`src/rtl/pc_seq_pkg.sv`:
```
// Shared types and widths for the program-counter sequencer.
package pc_seq_pkg;
   localparam int LUT_IDX_W = 5;
   localparam int LUT_TGT_W = 8;
   localparam int CYC_W     = 16;

   typedef enum logic [1:0] {
      S_IDLE  = 2'd0,
      S_RUN   = 2'd1,
      S_STALL = 2'd2,
      S_HALT  = 2'd3
   } state_t;
endpackage

```
`src/rtl/pc_stall_timer.sv`:
```
// Countdown for the extra cycles a memory instruction occupies.
// Loaded with MEM_LAT-2 when the stall begins; zero marks the last stall cycle.
module pc_stall_timer #(
   parameter int MEM_LAT = 2
)(
   input  logic clk,
   input  logic rst_n,
   input  logic load,
   input  logic dec,
   output logic zero
);
   localparam int SW  = (MEM_LAT > 2) ? $clog2(MEM_LAT - 1) : 1;
   localparam int LDV = (MEM_LAT > 2) ? MEM_LAT - 2 : 0;

   logic [SW-1:0] cnt;

   // load on stall entry, otherwise count down to zero and stay there
   always_ff @(posedge clk or negedge rst_n) begin
      if (!rst_n)                  cnt <= '0;
      else if (load)               cnt <= SW'(LDV);
      else if (dec && cnt != '0)   cnt <= cnt - SW'(1);
   end

   assign zero = (cnt == '0);
endmodule

```
`src/rtl/pc_sequencer.sv`:
```
// Fetch-path PC sequencer: run/halt handshake, branch via external target LUT,
// multi-cycle memory stall, watchdog and PC wrap detection.
module pc_sequencer
   import pc_seq_pkg::*;
#(
   parameter int              PCW      = 8,
   parameter logic [PCW-1:0]  START_PC = '0,
   parameter bit              REL_MODE = 1'b0,
   parameter int              MEM_LAT  = 2,
   parameter logic [CYC_W-1:0] MAX_CYC = 16'hFFFF
)(
   input  logic                 Clk,
   input  logic                 Reset_n,
   input  logic                 Start,
   input  logic                 Halt,
   input  logic                 BrEn,
   input  logic                 BrTaken,
   input  logic [LUT_IDX_W-1:0] BrIdx,
   input  logic                 MemReq,
   output logic [LUT_IDX_W-1:0] LutAddr,
   input  logic [LUT_TGT_W-1:0] LutTarget,
   output logic [PCW-1:0]       PC,
   output logic                 Busy,
   output logic                 Done,
   output logic                 Timeout,
   output logic                 Overflow,
   output logic [CYC_W-1:0]     CycleCnt
);
   localparam logic [CYC_W-1:0] WD_LIM = MAX_CYC - CYC_W'(1);

   state_t               state, state_n;
   logic [PCW-1:0]       pc_n;
   logic [CYC_W-1:0]     cnt_n;
   logic                 tmo_n, ovf_n;
   logic                 stall_load, stall_dec, stall_zero;
   logic [PCW:0]         pc_inc;
   logic [PCW+1:0]       rel_sum;

   // LUT index straight from the instruction field; result consumed same cycle
   assign LutAddr = BrIdx;
   assign Busy    = (state == S_RUN) || (state == S_STALL);
   assign Done    = (state == S_HALT);

   // extra top bit(s) catch wrap past the top and relative branches below zero
   assign pc_inc  = {1'b0, PC} + (PCW+1)'(1);
   assign rel_sum = {2'b00, PC} + (PCW+2)'($signed(LutTarget));

   pc_stall_timer #(.MEM_LAT(MEM_LAT)) u_stall (
      .clk   (Clk),
      .rst_n (Reset_n),
      .load  (stall_load),
      .dec   (stall_dec),
      .zero  (stall_zero)
   );

   // state, PC and status registers
   always_ff @(posedge Clk or negedge Reset_n) begin
      if (!Reset_n) begin
         state    <= S_IDLE;
         PC       <= START_PC;
         CycleCnt <= '0;
         Timeout  <= 1'b0;
         Overflow <= 1'b0;
      end else begin
         state    <= state_n;
         PC       <= pc_n;
         CycleCnt <= cnt_n;
         Timeout  <= tmo_n;
         Overflow <= ovf_n;
      end
   end

   // next state, next PC, sticky flags and cycle counting
   always_comb begin
      state_n    = state;
      pc_n       = PC;
      cnt_n      = CycleCnt;
      tmo_n      = Timeout;
      ovf_n      = Overflow;
      stall_load = 1'b0;
      stall_dec  = 1'b0;
      if (Busy && CycleCnt != '1) cnt_n = CycleCnt + CYC_W'(1);
      case (state)
         S_IDLE: begin
            pc_n = START_PC;
            if (Start) begin
               state_n = S_RUN;
               cnt_n   = '0;
               tmo_n   = 1'b0;
               ovf_n   = 1'b0;
            end
         end
         S_RUN: begin
            if (Halt) begin
               state_n = S_HALT;
            end else if (CycleCnt == WD_LIM) begin
               state_n = S_HALT;
               tmo_n   = 1'b1;
            end else if (BrEn) begin
               // a branch wins over a simultaneous MemReq
               if (BrTaken) begin
                  if (REL_MODE) begin
                     pc_n = rel_sum[PCW-1:0];
                     if (rel_sum[PCW+1:PCW] != 2'b00) ovf_n = 1'b1;
                  end else begin
                     pc_n = PCW'(LutTarget);
                  end
               end else begin
                  pc_n = pc_inc[PCW-1:0];
                  if (pc_inc[PCW]) ovf_n = 1'b1;
               end
            end else if (MemReq && MEM_LAT > 1) begin
               state_n    = S_STALL;
               stall_load = 1'b1;
            end else begin
               pc_n = pc_inc[PCW-1:0];
               if (pc_inc[PCW]) ovf_n = 1'b1;
            end
         end
         S_STALL: begin
            // decoder inputs (including Halt) are ignored; the watchdog is not
            if (CycleCnt == WD_LIM) begin
               state_n = S_HALT;
               tmo_n   = 1'b1;
            end else if (stall_zero) begin
               state_n = S_RUN;
               pc_n    = pc_inc[PCW-1:0];
               if (pc_inc[PCW]) ovf_n = 1'b1;
            end else begin
               stall_dec = 1'b1;
            end
         end
         S_HALT: begin
            if (!Start) begin
               state_n = S_IDLE;
               pc_n    = START_PC;
            end
         end
         default: state_n = S_IDLE;
      endcase
   end
endmodule

```
`config.mk`:
```
export PLATFORM = sky130hd
export DESIGN_NAME = pc_sequencer
export DESIGN_NICKNAME = d
export VERILOG_FILES = /design/src/rtl/pc_seq_pkg.sv /design/src/rtl/pc_stall_timer.sv /design/src/rtl/pc_sequencer.sv
export SDC_FILE = /design/constraint.sdc
export NUM_CORES = 1
export LEC_CHECK = 0
export ABC_CLOCK_PERIOD_IN_PS = 2800
export BUFFER_PORTS_ARGS = -buffer_cell sky130_fd_sc_hd__buf_2
export CAP_MARGIN = 20
export CORE_ASPECT_RATIO = 1.25
export CORE_MARGIN = 1.5
export CORE_UTILIZATION = 54
export DETAILED_ROUTE_END_ITERATION = 10
export PLACE_DENSITY = 0.81
export SETUP_SLACK_MARGIN = 0.5
export SLEW_MARGIN = 10
export SYNTH_ARGS = -nofsm -noshare
export SYNTH_HDL_FRONTEND = slang
export SYNTH_SLANG_ARGS = --single-unit
```
`constraint.sdc`:
```
create_clock -name Clk -period 2.8 [get_ports Clk]
set_clock_uncertainty 0.2 [all_clocks]
set_input_delay 0.56 -clock Clk [delete_from_list [all_inputs] [get_ports Clk]]
set_output_delay 0.56 -clock Clk [all_outputs]
set_load 0.1 [all_outputs]
```
==> After elaboration in Yosys (flattened, before gate mapping) <==
Cells that the tools add are included.
{ "word_totals": {"out_inout_bits": 33, "regBits": 29, "input_bits": 20, "wordCells": 79} }
{ "op_classes": {"n_eq_ne": 16, "mux": 44, "reduce_logical": 10, "addsub": 3} }
{ "ops": {"columns": ["op", "n"], "rows": [
  ["$mux W8", 8],
  ["$mux W16", 3],
  ["$pmux W8 S4", 1],
  ["$mux W1", 21],
  ["$add A16 B1 Y16 const B", 1],
  ["$eq A16 B16 Y1 const B", 1],
  ["$mux W2", 8],
  ["$ne A16 B16 Y1 const B", 1],
  ["$ne A2 B2 Y1 const B", 6],
  ["$add A8 B1 Y9 const B", 1],
  ["$ne A3 B3 Y1 const B", 3],
  ["$ne A4 B3 Y1 const B", 2],
  ["$pmux W2 S4", 1],
  ["$reduce_and A8 Y1", 1],
  ["$pmux W1 S3", 2],
  ["$reduce_and A6 Y1", 1],
  ["$reduce_and A5 Y1", 1],
  ["$eq A2 B2 Y1 const B", 2],
  ["$reduce_and A3 Y1", 1],
  ["$reduce_bool A3 Y1", 1],
  ["$eq A2 B1 Y1 const B", 1],
  ["$logic_and A1 B1 Y1", 2],
  ["$logic_not A2 Y1", 1],
  ["$reduce_bool A2 Y1", 1],
  ["other kinds (2)", 2]
]} }

==> Depth between registers and ports, before layout <==
{ "depth": {"depth_word": 7, "ltp_mapped": 8, "mapped_depth_nobuf": 6} }

==> Cells and area by module <==
A second synthesis with hierarchy kept.
{ "hier_totals": {"cells_unflattened": 225, "area_unflattened_um2": 1993.2} }
{ "by_module_without_submodules": {"columns": ["mod", "cells_per_inst", "seq_area_each_um2", "n_inst", "area_per_inst_um2"], "rows": [
  ["pc_sequencer", 222, 700.7, 1, 1951.9],
  ["pc_stall_timer", 3, 25.0, 1, 41.3]
]} }

==> Worst setup path after synthesis <==
Ideal clock, no wire load.
{ "synth_timing": {"kind": "register -> register", "startpoint": "register state[0]", "endpoint": "register CycleCnt[7]", "period_less_slack_ps": 2859, "t_arrival_ps": 2579, "path_slack_ps": -59, "stages_incl_launch_ff": 7, "t_required_ps": 2520, "path_buffers": 1, "setup_time_ps": 80, "path_cell_list": "dfrtp_1 -> inv_1 -> ha_1 -> clkbuf_8 -> nand3_1 -> a2111oi_0 -> mux2i_1"} }
{ "synth_via": {"elab_chain_len": 6, "word_cells_on_any_way": 8, "classes_between": "eq/ne: 2; mux: 3; reduce/logical: 3"} }
{ "synth_rtl": {"columns": ["item", "line", "rtl"], "rows": [
  ["from (decl)", "pc_sequencer.sv:31", "state_t state, state_n;"],
  ["from (signal assigned)", "pc_sequencer.sv:65", "state <= state_n;"],
  ["$eq A2 B1 Y1 or $eq A2 B2 Y1 (tied branches)", "pc_sequencer.sv:41", "assign Busy = (state == S_RUN) || (state == S_STALL);"],
  ["$logic_or A1 B1 Y1 (*)", "pc_sequencer.sv:41", null],
  ["via Busy", "pc_sequencer.sv:23", "output logic Busy,"],
  ["$logic_and A1 B1 Y1 (*)", "pc_sequencer.sv:82", "if (Busy && CycleCnt != '1) cnt_n = CycleCnt + CYC_W'(1);"],
  ["$mux W16 (*)", "pc_sequencer.sv:82", null],
  ["$mux W16", "pc_sequencer.sv:86", "if (Start) begin"],
  ["$mux W16 (*)", "pc_sequencer.sv:83", "case (state)"],
  ["via cnt_n[7]", "pc_sequencer.sv:33", "logic [CYC_W-1:0] cnt_n;"],
  ["to (signal assigned)", "pc_sequencer.sv:67", "CycleCnt <= cnt_n;"],
  ["to (decl)", "pc_sequencer.sv:27", "output logic [CYC_W-1:0] CycleCnt"]
]} }
The timed path passes the listed nets; every way through them passes the cells marked *.
A chain may end at the register's enable or synchronous reset.

==> Worst setup path in the final report <==
{ "layout_timing": {"startpoint": "register state[1]", "endpoint": "register PC[5]"} }
{ "layout_via": {"elab_chain_len": 3, "word_cells_on_any_way": 12, "classes_between": "eq/ne: 9; mux: 1; reduce/logical: 2"} }
{ "layout_rtl": {"columns": ["item", "line", "rtl"], "rows": [
  ["$eq A2 B1 Y1 or $eq A2 B2 Y1 (tied branches)", "pc_sequencer.sv:83", null],
  ["$ne A3 B3 Y1 (no line) or $ne A2 B2 Y1 (tied branches)", null, null],
  ["$reduce_and A6 Y1 (no line)", null, null],
  ["to (signal assigned)", "pc_sequencer.sv:66", "PC <= pc_n;"],
  ["to (decl)", "pc_sequencer.sv:22", "output logic [PCW-1:0] PC,"]
]} }
Several ways; a longest one is shown, not always the timed one.

==> impl_metrics.ini <==
[status]
status = completed

[power]
p_comb_share_pct = 60.2
ir_drop_v = 0.000785
clock_power_share_pct = 16.7
switching_power_uw = 1440
power_density_nw_per_um2 = 1070
internal_power_uw = 1290
fin_total_pwr_uw = 2730
sequentialPowerShare_pct = 23.1
leakage_uw = 0.00107
p_sw_share_pct = 52.8

[logic_synthesis]
synth-seq-area-share_pct = 34.0
synth_area_leader_cell = dfrtp_1
syn_area_um2 = 2130
yosysWarnings = 0
ys_ff_latch = 29
synthFlopType = dfrtp_1
synthCells = 232
synth_edf_count = 0
synth_top_area_share_pct = 34.0
yosys-top-cells-area = dfrtp_1, ha_1, a21oi_1, nand2_1, o21ai_0
async_reset_ff_share_pct = 100
yosysUniqueCellTypes = 60
synth_nets = 261
avgSynthCellArea_um2 = 9.20

[detailed_routing]
viasPerCell = 6.33
dr.pass1.iters = 4
route.detailed.drc = 0
wirelength_um = 5550
detail-route-antenna-nets = 0
avgRoutedWirePerCell_um = 17.2
drt_iter0_markers = 184
vias = 2044

[clocking]
clk_latency_ns = 0.29
path_clk_slew_ns = 0.07
cts_root_buffer = clkbuf_8
cts_buffers = 5
htreeDepth = 2
cts_sinks = 29
cts_tree = built
clockBufferDepth = 2

[layout]
fin_area_um2 = 2550
area_delta_synth_final_pct = 19.5
drive_above_1_share_pct = 33.8
fin_cells = 323
fin_nets = 297
final_core_util_pct = 67.3
antennaDiodeCount = 0

[floorplan]
initial_core_util_pct = 56.4
fp.dieArea_um2 = 4340
pin_count = 53
die_h_um = 73.3
fp.coreArea_um2 = 3780
rows = 25
fp.dieW_um = 59.2

[placement]
dpl.hpwl_um = 3950
dp_cells = 314
numPortBuffers = 42
dpl_cell_area_um2 = 2340
gp_congestion = 0.913

[worst_setup_path]
crit_type = register to register
arrival_ns = 2.17
path_max_fanout = 12
crit_path_start_kind = register
ff2ff_path_depth = 6
endpoint_kind = register
required_ns = 2.76

[min_path]
min-delay-path-class = input pin to async pin

[sta]
slew_viol_final = 0
worst_slew_pin_slew_ns = 0.681
finalWorstPathRequiredPeriod_ns = 2.21
final_hold_viol_count = 0
fin_crit_sh_pct = 78.8
rsz0062_at_grt = false
timing.slew.headroom_pct = 54.6
setup_viol = 0
fmax_ghz = 0.453
tns_ns = 0

[global_routing]
grt_max_degree = 30
grt_pass1_wl_um = 8820
grt_util_all_layers_pct = 26.8
antenna_found_initial = 0
grt-ovfl-total = 0
grt_pass1_vias = 1904

[run]
drv_cap = 0
-- layout make-up --
cell class	count	area, um^2
Clock inverter	1	30.0
Tap cell	54	67.6
Fill cell	319	1240
Timing Repair Buffer	45	243
Multi-Input combinational cell	177	1330
Clock buffer	7	86.3
Inverter	10	37.5
Sequential cell	29	753
-- synthesized netlist by cell type, types with 2 or more instances --
| cell type | instances |
|---|---|
| nor3_1 | 6 |
| and2_1 | 2 |
| o211ai_1 | 5 |
| a211oi_1 | 6 |
| nand4_1 | 9 |
| and3_2 | 2 |
| ha_1 | 9 |
| nand2b_1 | 4 |
| clkbuf_1 | 4 |
| a2111oi_0 | 3 |
| a2111o_1 | 3 |
| o2bb2ai_1 | 3 |
| o221ai_1 | 3 |
| a2bb2oi_1 | 2 |
| o31a_1 | 2 |
| mux2_2 | 2 |
| nor2b_1 | 2 |
| inv_1 | 10 |
| o31ai_1 | 2 |
| o22a_1 | 2 |
| and3_1 | 3 |
| clkbuf_8 | 4 |
| a21oi_1 | 15 |
| mux2i_1 | 6 |
| nand2_1 | 19 |
| nor4_1 | 3 |
| nor2_1 | 5 |
| a31oi_1 | 2 |
| or4_1 | 3 |
| buf_2 | 2 |
| o21ai_0 | 14 |
| o41ai_1 | 2 |
| and4_1 | 2 |
| buf_4 | 5 |
| o21a_1 | 3 |
| dfrtp_1 | 29 |
| nand3_1 | 11 |
-- timing repair --
| action | in CTS | in global routing |
|---|---|---|
| gates cloned | 0 | 0 |
| endpoints found under the setup margin | 10 | 13 |
| buffers inserted | 0 | 1 |
| resized for setup | 10 | 13 |
| pin swaps | 1 | 2 |
| hold buffers | 0 | 0 |
-- worst max-delay path: stages, from the launching register on --
cell	delay, ns
dfrtp_2	0.46
inv_2	0.15
ha_4	0.23
nor2_1	0.09
or4_4	0.54
o211ai_1	0.29
o2bb2ai_1	0.12
-- routing by layer --
| metal | track usage [%] | part of all wire (%) | vias to the layer above |
|---|---|---|---|
| met5 | 0 | 0 | - |
| met4 | 11.4 | 2.8 | 0 |
| met3 | 4.58 | 5.4 | 14 |
| met2 | 48.0 | 53 | 85 |
| met1 | 30.6 | 39 | 975 |
| li1 | - | - | 970 |
-- final timing paths --
check / from / endpoint / slack [ns]
min in group Clk: u_stall.cnt / u_stall.cnt / 0.29
min reg2reg: u_stall.cnt / u_stall.cnt / 0.29
min: Reset_n / PC[3] / 0.11
max: state[1] / PC[5] / 0.59
max reg2reg: state[1] / PC[5] / 0.59
max in group asynchronous: Reset_n / CycleCnt[11] / 1.78
-- state kept, by name, indices dropped and copies added (netlist names) --
name,cells
CycleCnt,16
Overflow,1
PC,8
Timeout,1
state,2
u_stall.cnt,1
-- per-stage QoR --
step / worst slack, ns / hold slack, ns
2_1_floorplan: 0.454 / 0.0644
3_3_place_gp: 0.351 / 0.274
3_5_place_dp: 0.270 / 0.284
4_1_cts: 0.502 / 0.125
5_1_grt: 0.462 / 0.165
6_report: 0.593 / 0.110
-- power by group through the flow --
| stage | Sequential, uW | Clock [uW] | Combinational, uW |
|---|---|---|---|
| 3_3_place_gp | 620 | 0 | 1480 |
| 6_report | 631 | 457 | 1650 |
| 2_1_floorplan | 1010 | 0 | 902 |
| 4_1_cts | 621 | 467 | 1560 |
| 3_5_place_dp | 623 | 0 | 1500 |
| 5_1_grt | 647 | 476 | 1750 |
-- placed cells by master (no fill, tap or decap), types with 3 or more instances in the layout --
cell,n
buf_2,41
o21ai_0,12
dfrtp_1,11
inv_1,8
nand2b_1,4
a21oi_1,14
and3_1,3
buf_4,3
o2bb2ai_1,3
a211oi_1,6
o211ai_1,5
ha_1,6
nor2_1,5
nand4_1,9
dfrtp_2,16
ha_4,3
o221ai_1,3
nand3_1,11
nand2_1,19
a2111o_1,3
nor3_1,6
mux2i_1,6
o21a_1,3
clkbuf_8,6
-- cells by family (layout without fill, tap and decap cells) --
| logic type | count (synthesis) | count (layout) | share of synthesized area (%) |
|---|---|---|---|
| adder cells (fa/ha/maj) | 9 | 9 | 5.28 |
| flip-flops | 29 | 29 | 34.0 |
| AND/OR/NAND/NOR | 81 | 81 | 22.6 |
| AO/OA/AOI/OAI | 78 | 78 | 26.3 |
| multiplexers | 8 | 8 | 3.87 |
| buffers and inverters | 26 | 63 | 7.51 |
| XOR/XNOR | 1 | 1 | 0.411 |
Power figures use the tool's default switching activity.
